[src/rtl/step_ramp_generator.sv]
// Step/dir/en motion front end: runs a commanded step count with a linear
// accel/cruise/decel period ramp and tracks signed absolute position.
module step_ramp_generator #(
  parameter int COUNT_W      = 24,
  parameter int PERIOD_W     = 20,
  parameter int POS_W        = 32,
  parameter int START_PERIOD = 100,
  parameter int MIN_PERIOD   = 40,
  parameter int ACCEL_DEC    = 20,
  parameter int PULSE_W      = 4,
  parameter int SETUP_CYC    = 2
) (
  input  logic               clk,
  input  logic               rst_n,
  input  logic               cmd_valid,
  output logic               cmd_ready,
  input  logic [COUNT_W-1:0] cmd_steps,
  input  logic               cmd_dir,
  input  logic               abort,
  input  logic               hold_en,
  output logic               step,
  output logic               dir,
  output logic               en,
  output logic               busy,
  output logic               done,
  output logic [POS_W-1:0]   position
);

  localparam logic [2:0] IDLE   = 3'd0;
  localparam logic [2:0] SETUP  = 3'd1;
  localparam logic [2:0] ACCEL  = 3'd2;
  localparam logic [2:0] CRUISE = 3'd3;
  localparam logic [2:0] DECEL  = 3'd4;

  localparam logic [PERIOD_W:0]   START_X    = (PERIOD_W+1)'(START_PERIOD);
  localparam logic [PERIOD_W:0]   MIN_X      = (PERIOD_W+1)'(MIN_PERIOD);
  localparam logic [PERIOD_W:0]   ACC_X      = (PERIOD_W+1)'(ACCEL_DEC);
  localparam logic [PERIOD_W-1:0] START_P    = PERIOD_W'(START_PERIOD);
  localparam logic [PERIOD_W-1:0] MIN_P      = PERIOD_W'(MIN_PERIOD);
  localparam logic [PERIOD_W-1:0] SETUP_LOAD = PERIOD_W'(SETUP_CYC - 1);
  localparam logic [PERIOD_W-1:0] PULSE_LOAD = PERIOD_W'(PULSE_W - 1);
  localparam logic [PERIOD_W-1:0] P_ONE      = PERIOD_W'(1);
  localparam logic [COUNT_W-1:0]  C_ONE      = COUNT_W'(1);
  localparam logic [COUNT_W:0]    CX_ONE     = (COUNT_W+1)'(1);

  logic [2:0]          state_reg, state_next;
  logic [PERIOD_W-1:0] timer_reg, timer_next;
  logic [PERIOD_W-1:0] period_reg, period_next;
  logic [PERIOD_W-1:0] pulse_reg, pulse_next;
  logic [COUNT_W-1:0]  remaining_reg, remaining_next;
  logic [COUNT_W-1:0]  ramp_reg, ramp_next;
  logic                step_next, dir_next, en_next, done_next;
  logic [POS_W-1:0]    position_next;

  logic [COUNT_W:0]    c_plus;
  logic [COUNT_W-1:0]  rem_eff, r_dec;
  logic [PERIOD_W:0]   up_x, dn_x;
  logic [PERIOD_W-1:0] up_c, dn_c;

  assign cmd_ready = (state_reg == IDLE);
  assign busy      = (state_reg != IDLE);

  // Abort shortens the move so that exactly ramp_cnt+1 edges remain, which
  // is enough to walk the period back up to START_PERIOD.
  always_comb begin
    c_plus  = {1'b0, ramp_reg} + CX_ONE;
    rem_eff = remaining_reg;
    if (abort && ({1'b0, remaining_reg} > c_plus))
      rem_eff = c_plus[COUNT_W-1:0];
    r_dec = rem_eff - C_ONE;

    up_x = {1'b0, period_reg} + ACC_X;
    dn_x = {1'b0, period_reg} - ACC_X;
    if (up_x > START_X)    up_c = START_P;
    else if (up_x < MIN_X) up_c = MIN_P;
    else                   up_c = up_x[PERIOD_W-1:0];
    // A borrow out of the subtraction sets the top bit; treat it as underflow.
    if (dn_x[PERIOD_W] || dn_x < MIN_X) dn_c = MIN_P;
    else if (dn_x > START_X)            dn_c = START_P;
    else                                dn_c = dn_x[PERIOD_W-1:0];
  end

  always_comb begin
    state_next     = state_reg;
    timer_next     = timer_reg;
    period_next    = period_reg;
    pulse_next     = pulse_reg;
    remaining_next = remaining_reg;
    ramp_next      = ramp_reg;
    step_next      = step;
    dir_next       = dir;
    done_next      = 1'b0;
    position_next  = position;

    if (step) begin
      if (pulse_reg == '0) step_next = 1'b0;
      else                 pulse_next = pulse_reg - P_ONE;
    end

    if (state_reg == IDLE) begin
      if (cmd_valid) begin
        dir_next = cmd_dir;
        if (cmd_steps == '0) begin
          done_next = 1'b1;
        end else begin
          state_next     = SETUP;
          remaining_next = cmd_steps;
          period_next    = START_P;
          ramp_next      = '0;
          timer_next     = SETUP_LOAD;
        end
      end
    end else if (timer_reg != '0) begin
      timer_next     = timer_reg - P_ONE;
      remaining_next = rem_eff;
    end else if (remaining_reg == '0) begin
      done_next  = 1'b1;
      state_next = IDLE;
    end else begin
      // Step edge: the interval to the next edge uses the period in force now.
      step_next      = 1'b1;
      pulse_next     = PULSE_LOAD;
      position_next  = position + (dir ? POS_W'(1) : {POS_W{1'b1}});
      remaining_next = r_dec;
      timer_next     = period_reg - P_ONE;
      if (r_dec != '0) begin
        if (r_dec <= ramp_reg) begin
          state_next  = DECEL;
          period_next = up_c;
          ramp_next   = ramp_reg - C_ONE;
        end else if (state_reg == ACCEL || state_reg == SETUP) begin
          period_next = dn_c;
          ramp_next   = ramp_reg + C_ONE;
          state_next  = (dn_c == MIN_P) ? CRUISE : ACCEL;
        end
      end
    end

    en_next = (state_next != IDLE) || hold_en;
  end

  always_ff @(posedge clk or negedge rst_n) begin
    if (!rst_n) begin
      state_reg     <= IDLE;
      timer_reg     <= '0;
      period_reg    <= START_P;
      pulse_reg     <= '0;
      remaining_reg <= '0;
      ramp_reg      <= '0;
      step          <= 1'b0;
      dir           <= 1'b0;
      en            <= 1'b0;
      done          <= 1'b0;
      position      <= '0;
    end else begin
      state_reg     <= state_next;
      timer_reg     <= timer_next;
      period_reg    <= period_next;
      pulse_reg     <= pulse_next;
      remaining_reg <= remaining_next;
      ramp_reg      <= ramp_next;
      step          <= step_next;
      dir           <= dir_next;
      en            <= en_next;
      done          <= done_next;
      position      <= position_next;
    end
  end

endmodule

[config.mk]
export PLATFORM = sky130hd
export DESIGN_NAME = step_ramp_generator
export DESIGN_NICKNAME = d
export VERILOG_FILES = /design/src/rtl/step_ramp_generator.sv
export SDC_FILE = /design/constraint.sdc
export NUM_CORES = 1
export LEC_CHECK = 0
export CORE_AREA = 2 2 163 165
export DETAILED_ROUTE_END_ITERATION = 7
export DIE_AREA = 0 0 165 167
export PLACE_DENSITY = 0.69
export SLEW_MARGIN = 30
export SYNTH_ARGS = -nofsm -noshare
export SYNTH_HDL_FRONTEND = slang
export SYNTH_SLANG_ARGS = --single-unit
[constraint.sdc]
create_clock -name clk -period 15.2 [get_ports clk]
set_input_delay 3.8 -clock clk [delete_from_list [all_inputs] [get_ports clk]]
set_output_delay 3.8 -clock clk [all_outputs]
set_load 0.1 [all_outputs]
## Word-level counts from Yosys, hierarchy flattened

Index checks and enable logic that the tools add are counted.

| word-level totals | value |
|---|---|
| register bits | 147 |
| input port bits | 30 |
| word-level logic and storage cells | 112 |

| cells by class | value |
|---|---|
| $add $sub $neg | 10 |
| $lt $le $gt $ge | 6 |
| equality and inequality tests | 8 |
| muxes and demuxes | 56 |
| bitwise gates (word level) | 3 |
| reduce and logical (&&, ||, !) cells | 18 |

Operator list:

| kind | count |
|---|---|
| $mux W20 | 22 |
| $mux W24 | 14 |
| $sub A20 B1 Y20 const B | 3 |
| $logic_not A24 Y1 | 2 |
| $sub A24 B1 Y24 const B | 2 |
| $gt A21 B7 Y1 const B | 2 |
| $lt A21 B6 Y1 const B | 2 |
| $add A32 B32 Y32 | 1 |
| $mux W32 | 1 |
| $add A24 B1 Y25 const B | 1 |
| $gt A24 B25 Y1 | 1 |
| $add A24 B1 Y24 const B | 1 |
| $le A24 B24 Y1 | 1 |
| $mux W3 | 8 |
| $reduce_bool A24 Y1 | 1 |
| $add A20 B5 Y21 const B | 1 |
| $sub A20 B5 Y21 const B | 1 |
| $eq A20 B6 Y1 const B | 1 |
| $logic_not A20 Y1 | 1 |
| $reduce_bool A20 Y1 | 1 |
| $mux W1 | 11 |
| $reduce_bool A3 Y1 | 3 |
| $ne A2 B2 Y1 const B | 4 |
| $reduce_and A3 Y1 | 2 |
| 10 further kinds | 14 |

## Depth between registers and ports, before layout

Gate-level depths: netlist of run 1.

| depth | value |
|---|---|
| depth after elaboration | 14 |
| depth in mapped cells | 48 |

## Least setup slack after synthesis of run 1

Ideal clock, no wire load.

| timing path | value |
|---|---|
| path type | input -> register |
| start | in abort |
| end | reg ramp_reg[23] |
| arrival time | 12.437 ns |
| slack | 2.679 ns |
| stages on the path | 36 |
| buffers on the path | 3 |
| path through | o311a_4 > o21ai_2 > buf_2 > clkbuf_1 > buf_1 > nor2_1 > a21oi_1 > ha_1 > or4b_2 > o31ai_1 > o21ai_1 > nor4_1 > a21oi_1 > or3_1 > a21oi_1 > a21oi_1 > ha_1 > a21o_1 > a21oi_1 > o21ai_0 > a2111o_1 > o21ai_1 > ha_1 > a21o_1 > a21o_1 > a2111o_1 > a41oi_1 > o31ai_1 > o2111ai_1 > nand2_1 > o211a_1 > nor2_1 > a21oi_1 > xnor2_1 > or4_1 > o21ai_0 |

| on the way | value |
|---|---|
| cells in the longest elaborated chain, start to end | 9 |
| elaborated cells on any way between the ends | 13 |
| classes of those cells | add/sub (1); order compare (1); mux (6); reduce/logical (5) |

Ends and longest elaborated chain:

| what | line | source |
|---|---|---|
| start, declared | 19 | `input logic abort,` |
| $logic_and A1 B1 Y1 (*) | 68 | `if (abort && ({1'b0, remaining_reg} > c_plus))` |
| $mux W24 (*) | 68 |  |
| $sub A24 B1 Y24 (*) | 70 | `r_dec = rem_eff - C_ONE;` |
| $le A24 B24 Y1 | 127 | `if (r_dec <= ramp_reg) begin` |
| $mux W24 | 127 |  |
| $mux W24 | 126 | `if (r_dec != '0) begin` |
| $mux W24 | 116 | `end else if (remaining_reg == '0) begin` |
| $mux W24 | 113 | `end else if (timer_reg != '0) begin` |
| $mux W24 | 100 | `if (state_reg == IDLE) begin` |
| end signal, assigned | 161 | `ramp_reg <= ramp_next;` |
| end, declared | 51 | `logic [COUNT_W-1:0] ramp_reg, ramp_next;` |

Mark *: on every way between the ends. The rest lies on a longest branch, timed or not. The select of a mux whose other input is x is not followed.
A chain may end at the register's enable or synchronous reset.

## Worst setup path after layout of run 1

| timing path | value |
|---|---|
| start | reg ramp_reg[0] |
| end | reg ramp_reg[23] |

| on the way | value |
|---|---|
| cells in the longest elaborated chain, start to end | 11 |
| elaborated cells on any way between the ends | 18 |
| classes of those cells | add/sub (4); order compare (2); mux (7); reduce/logical (5) |

Ends and longest elaborated chain:

| what | line | source |
|---|---|---|
| $add A24 B1 Y25 | 66 | `c_plus = {1'b0, ramp_reg} + CX_ONE;` |
| $gt A24 B25 Y1 | 68 |  |
| $logic_and A1 B1 Y1 | 68 |  |
| $mux W24 | 68 |  |
| $sub A24 B1 Y24 | 70 |  |
| $le A24 B24 Y1 | 127 |  |
| $mux W24 | 127 |  |
| $mux W24 | 126 |  |
| $mux W24 | 116 |  |
| $mux W24 | 113 |  |
| $mux W24 | 100 |  |

Parallel ways exist; a longest one is shown, timed or not. The select of a mux whose other input is x is not followed.

==> results of run 1 <==
[cell usage in the layout, fill, tap and decap left out, types with 50 or more instances in the layout]
master	n
nand3_1	50
xnor2_1	86
a21oi_1	109
dfrtp_1	144
nor3_1	53
ha_1	114
nor2_1	194
nand2_1	170
o21ai_0	130
clkdlybuf4s50_1	66
xor2_1	60
inv_1	80
[critical path, delay by kind of cell, from the launching register on]
kind	cells	cell delay, ps
adders and majority gates	5	1600
AOI/OAI and AO/OA	23	4810
and+or+nand+nor	11	4280
buffers and inverters	1	390
DFF	1	580
xor gates and xnor gates	2	530
[cell families (layout without fill, tap and decap cells)]
| group | Yosys count | after routing | share of synthesized area, % |
|---|---|---|---|
| simple gates | 688 | 688 | 24.2 |
| fa+ha+maj | 116 | 116 | 10.5 |
| flops | 147 | 147 | 26.4 |
| xor+xnor | 146 | 146 | 9.18 |
| mux | 49 | 49 | 4.32 |
| compound gates | 449 | 449 | 20.7 |
| buf+inv | 163 | 191 | 4.59 |
[how the worst max path moves through the flow]
| stage | startpoint | to | slack (ps) | cells past startpoint |
|---|---|---|---|---|
| 2_1_floorplan | abort | ramp_reg[23]$_DFFE_PN0P_ | 2680 | 36 |
| 3_3_place_gp | abort | ramp_reg[23]$_DFFE_PN0P_ | 3310 | 34 |
| 3_5_place_dp | abort | ramp_reg[23]$_DFFE_PN0P_ | 3090 | 34 |
| 4_1_cts | ramp_reg[0]$_DFFE_PN0P_ | ramp_reg[23]$_DFFE_PN0P_ | 3080 | 42 |
| 5_1_grt | ramp_reg[0]$_DFFE_PN0P_ | ramp_reg[22]$_DFFE_PN0P_ | 1820 | 41 |
| 6_report | ramp_reg[0]$_DFFE_PN0P_ | ramp_reg[23]$_DFFE_PN0P_ | 2920 | 42 |
[stage by stage]
step           worst slack, ps  cell area (sq um)  util, %  cells  hold slack, ps
6_report                  2920              15500     60.0   2121             510
5_1_grt                   1820              15500     60.0   2121             546
4_1_cts                   3080              15400     59.9   2121             520
3_5_place_dp              3090              14800     57.5   2089             504
3_3_place_gp              3310              14800     57.5   2089             494
2_1_floorplan             2680              13900        -   1758             477
[synthesized netlist by cell type, types with 7 or more instances]
library cell    n
nor2b_1        11
nor2_1        195
or3_1          23
nand3_1        50
nor4_1         35
and3_1         20
nand2_1       170
a211oi_1       15
a31oi_1        24
ha_1          114
a21o_1         32
buf_2           9
o21ai_0       130
xor2_1         60
or4_1          10
xnor2_1        86
o21a_1         14
nand4_1        36
mux2i_1        19
a21oi_1       109
dfrtp_1       144
nand2b_1       16
o2111ai_1       7
nor3_1         54
o211ai_1       11
mux2_4         19
clkbuf_1       64
o31ai_1        29
inv_1          80
mux2_2         10
and2_1         28
[per-layer routing]
metal / share of wire, % / wire, microns / up-vias / global-route usage, %
li1: - / - / 6407 / -
met5: 0 / 0 / - / 0
met1: 43 / 15900 / 6155 / 35.2
met3: 4.5 / 1650 / 76 / 3.71
met2: 49 / 18000 / 297 / 46.6
met4: 2.7 / 980 / 0 / 8.39
[area by class of cell]
type	instances	area [sq um]
Timing Repair Buffer	78	758
Fill cell	2386	10300
Clock inverter	14	188
Sequential cell	147	3680
Tap cell	335	419
Clock buffer	18	439
Inverter	81	304
Multi-Input combinational cell	1448	9660
==> results by group, run 1 <==
Floorplanning
  – Die Height: 167 microns
  – Die Wd: 165 microns
  – Cell Rows: 59
  – Die area: 0.0276 sq mm
  – CORE AREA: 0.0258 sq mm
  – Initial Util: 54.1%
  – Num ports: 68

Min path
  – Worst Hold End: position[15]$_DFFE_PN0P_
  – Hold_sp: position[15]$_DFFE_PN0P_
  – Worst Hold Class: register to register
  – Worst Hold Depth: 2

Critical path
  – Critical path data arrival time: 12,630 ps
  – R2R setup slack: 2920 ps
  – Crit-path slowest cell: or4_1
  – Reg-to-reg critical path startpoint: ramp_reg[0]$_DFFE_PN0P_
  – CP endpoint kind: register
  – R2R cell count: 42
  – Worst stage delay on the critical path: 800 ps
  – Crit path kind: register to register
  – Worst path required time: 15,560 ps
  – Crit-path max FO: 32
  – CP startpoint kind: register
  – CP most frequent cell: a21oi_1
  – Worst r2r dst: ramp_reg[23]$_DFFE_PN0P_

Final layout
  – Diodes inserted: 0
  – Nets@finish: 1,919
  – Layout cells sized above 1: 5.99%
  – Max reg flops: 32
  – Synthesis-to-layout area growth: 10.9%

Route
  – Via/cell ratio: 6.10
  – Pre-antenna DRT Iters: 8
  – Antenna-violating nets left: 0
  – Detailed Route WL: 36,500 microns
  – Initial DRC Count: 880
  – Via count: 12,900
  – Residual DRC count: 0
  – Routed len/inst: 17.2 microns

Clocking
  – CTS resizes: 0
  – Clk pin slew, worst setup/hold paths: 70 ps
  – Hold buffer count at cts: 0
  – # H-tree levels: 4
  – CTS tree: built
  – Root Buffer: clkbuf_16
  – Post-CTS Setup Bufs: 0
  – Clock sink count: 147
  – Clk_lat worst skew: 440 ps
  – Clk buf depth: 2
  – Cts bufs inserted: 17

Outcome
  – Status: complete, no violations

Synthesis
  – Post-Syn Area per Cell: 7.92 sq um
  – Top cells by area, synth: dfrtp_1 (26%), ha_1 (10%), xnor2_1 (5.4%)
  – Synthesized area: 0.0139 sq mm
  – EDFF count, synth: 0
  – Library cells used by synthesis: 89
  – Ys async rst share: 100%
  – Synth Flop Type: dfrtp_1
  – Flops & latches, synth: 147
  – Post-Synthesis Cells: 1,758
  – Syn_nets: 1,904
  – Syn. warnings: 0
  – Largest area contributor in the netlist: dfrtp_1
  – Post-synth top area share: 25.9%
  – Seq/Total Area, Yosys: 26.4%

Global routing
  – Largest net degree at the start of global routing: 78
  – Initial antenna violation count: 0
  – Vias in the first global route: 12,500
  – First-pass GRT wire length: 61,400 microns
  – Congestion Overflow GR: 0
  – Gr usage total: 27.1%

STA
  – RSZ-0062 raised after global routing: no
  – Setup_tns: 0 ps
  – Setup Viol. Count Final: 0
  – Worst-Margin Slew: 1010 ps
  – Worst rel slew slack: 32.4%
  – Pins Over Slew Limit: 0
  – Endpoints failing hold: 0
  – Clock Skews: 21.4 ps
  – Final min period: 12,280 ps
  – Final worst path period share: 80.8%
  – Fmax: 81.4 MHz

Placed design
  – GPL Wtd Cong: 0.947
  – Port Buffers: 67
  – DP HPWL: 26,400 microns

Run
  – Max cap viols: 0
Power of run 1 is not shown: default switching activity piles up to over one toggle a cycle in this logic, so the estimate is an artifact.
==> run 2, diff against run 1 <==
- clock period: 15.2 -> 12.6 ns (I/O delays scaled with it)
==> results by group, run 2 (synthesis results as in run 1) <==
Clocking
  – CTS resizes: 0
  – Hold buffer count at cts: 0
  – Post-CTS Setup Bufs: 0
  – Root Buffer: clkbuf_16
  – Clk buf depth: 2
  – Clk_lat worst skew: 440 ps
  – CTS tree: built
  – Cts bufs inserted: 17
  – Clock sink count: 147
  – # H-tree levels: 4
  – Clk pin slew, worst setup/hold paths: 70 ps

Min path
  – Worst Hold End: position[15]$_DFFE_PN0P_
  – Worst Hold Class: register to register
  – Worst Hold Depth: 2
  – Hold_sp: position[15]$_DFFE_PN0P_

Critical path
  – R2R setup slack: 1070 ps
  – Reg-to-reg critical path startpoint: ramp_reg[1]$_DFFE_PN0P_
  – Worst r2r dst: ramp_reg[22]$_DFFE_PN0P_
  – Worst stage delay on the critical path: 670 ps
  – CP startpoint kind: register
  – Crit path kind: register to register
  – Crit-path slowest cell: or4_1
  – CP endpoint kind: register
  – Worst path required time: 12,940 ps
  – R2R cell count: 42
  – Crit-path max FO: 11
  – Critical path data arrival time: 11,880 ps

STA
  – RSZ-0062 raised after global routing: no
  – Final worst path period share: 91.5%
  – Pins Over Slew Limit: 0
  – Fmax: 86.7 MHz
  – Worst rel slew slack: 33.0%
  – Clock Skews: 15.9 ps
  – Final min period: 11,530 ps
  – Worst-Margin Slew: 1000 ps
  – Setup Viol. Count Final: 0
  – Setup_tns: 0 ps
  – PnR worst setup slack: 1070 ps
  – Endpoints failing hold: 0

Final layout
  – Layout cells sized above 1: 6.37%
  – Nets@finish: 1,922
  – Synthesis-to-layout area growth: 11.1%
  – Diodes inserted: 0
  – Most frequent cells in the layout: nor2_1 (194), nand2_1 (170), dfrtp_1 (143)
  – Fin util: 60.1%
  – Filler cells: 2,334
  – Max reg flops: 32
  – Commonest non-fill, non-tap cell in the layout: nor2_1
  – Post-route cell area: 0.0155 sq mm

Route
  – Antenna-violating nets left: 0
  – Detailed Route WL: 36,400 microns
  – Routed len/inst: 17.1 microns
  – Via/cell ratio: 6.11
  – Via count: 13,000
  – Pre-antenna DRT Iters: 5
  – Initial DRC Count: 944
  – Residual DRC count: 0

Global routing
  – First-pass GRT wire length: 61,100 microns
  – Initial antenna violation count: 0
  – Gr usage total: 27.0%
  – Congestion Overflow GR: 0
  – Largest net degree at the start of global routing: 66
  – Vias in the first global route: 12,500

Placed design
  – Placed cell area: 0.0148 sq mm
  – GPL Wtd Cong: 0.962
  – Dpl ws: 827 ps
  – DP HPWL: 26,600 microns
  – Port Buffers: 67

Floorplanning
  – Die Height: 167 microns
  – Num ports: 68
  – Die area: 0.0276 sq mm
  – Initial Util: 54.1%
  – CORE AREA: 0.0258 sq mm
  – Die Wd: 165 microns
  – Cell Rows: 59

Outcome
  – Status: complete, no violations

Run
  – Max cap viols: 0
[run 2: changes by cell type in the layout (fill, tap and decap cells not counted), moves of 2 or more]
cell and change:
buf_4 +2, bufinv_16 -2, clkinv_8 +2, clkinvlp_4 -2
[run 2: worst max-delay path by stage]
stage	start	to	slack (ps)	cells after the start
2_1_floorplan	abort	ramp_reg[23]$_DFFE_PN0P_	730	36
3_3_place_gp	ramp_reg[0]$_DFFE_PN0P_	ramp_reg[20]$_DFFE_PN0P_	1290	42
3_5_place_dp	ramp_reg[0]$_DFFE_PN0P_	ramp_reg[20]$_DFFE_PN0P_	830	42
4_1_cts	ramp_reg[0]$_DFFE_PN0P_	ramp_reg[20]$_DFFE_PN0P_	690	42
5_1_grt	ramp_reg[1]$_DFFE_PN0P_	ramp_reg[22]$_DFFE_PN0P_	40	41
6_report	ramp_reg[1]$_DFFE_PN0P_	ramp_reg[22]$_DFFE_PN0P_	1070	42
[run 2: per-layer routing]
metal | global-route usage (%) | share of wire [%] | wire, microns | up-vias
li1 | - | - | - | 6419
met1 | 34.8 | 45 | 16300 | 6178
met2 | 46.7 | 49 | 17800 | 306
met3 | 3.36 | 3.8 | 1370 | 78
met4 | 8.81 | 2.6 | 941 | 0
met5 | 0 | 0 | 0 | -
[run 2: critical path: cells and delay by family (launching register included)]
family,cells,cell delay [ps]
compound gates,23,5160
xor+xnor,2,440
fa+ha+maj,5,1740
buf+inv,2,400
flops,1,540
simple gates,10,3140
[run 2: cell type report]
class	instances	area, sq um	area share (%)
Clock buffer	17	425	2.75
Clock inverter	15	179	1.16
Inverter	81	304	1.97
Multi-Input combinational cell	1448	9670	62.5
Sequential cell	147	3680	23.8
Tap cell	335	419	2.71
Timing Repair Buffer	81	788	5.09
[run 2: stage by stage]
step | instances | hold WS [ps]
floorplan | 1758 | 477
global placement | 2091 | 494
detailed placement | 2091 | 504
CTS | 2123 | 517
global route | 2124 | 521
finish | 2124 | 510
Power of run 2 is left out for the same reason.
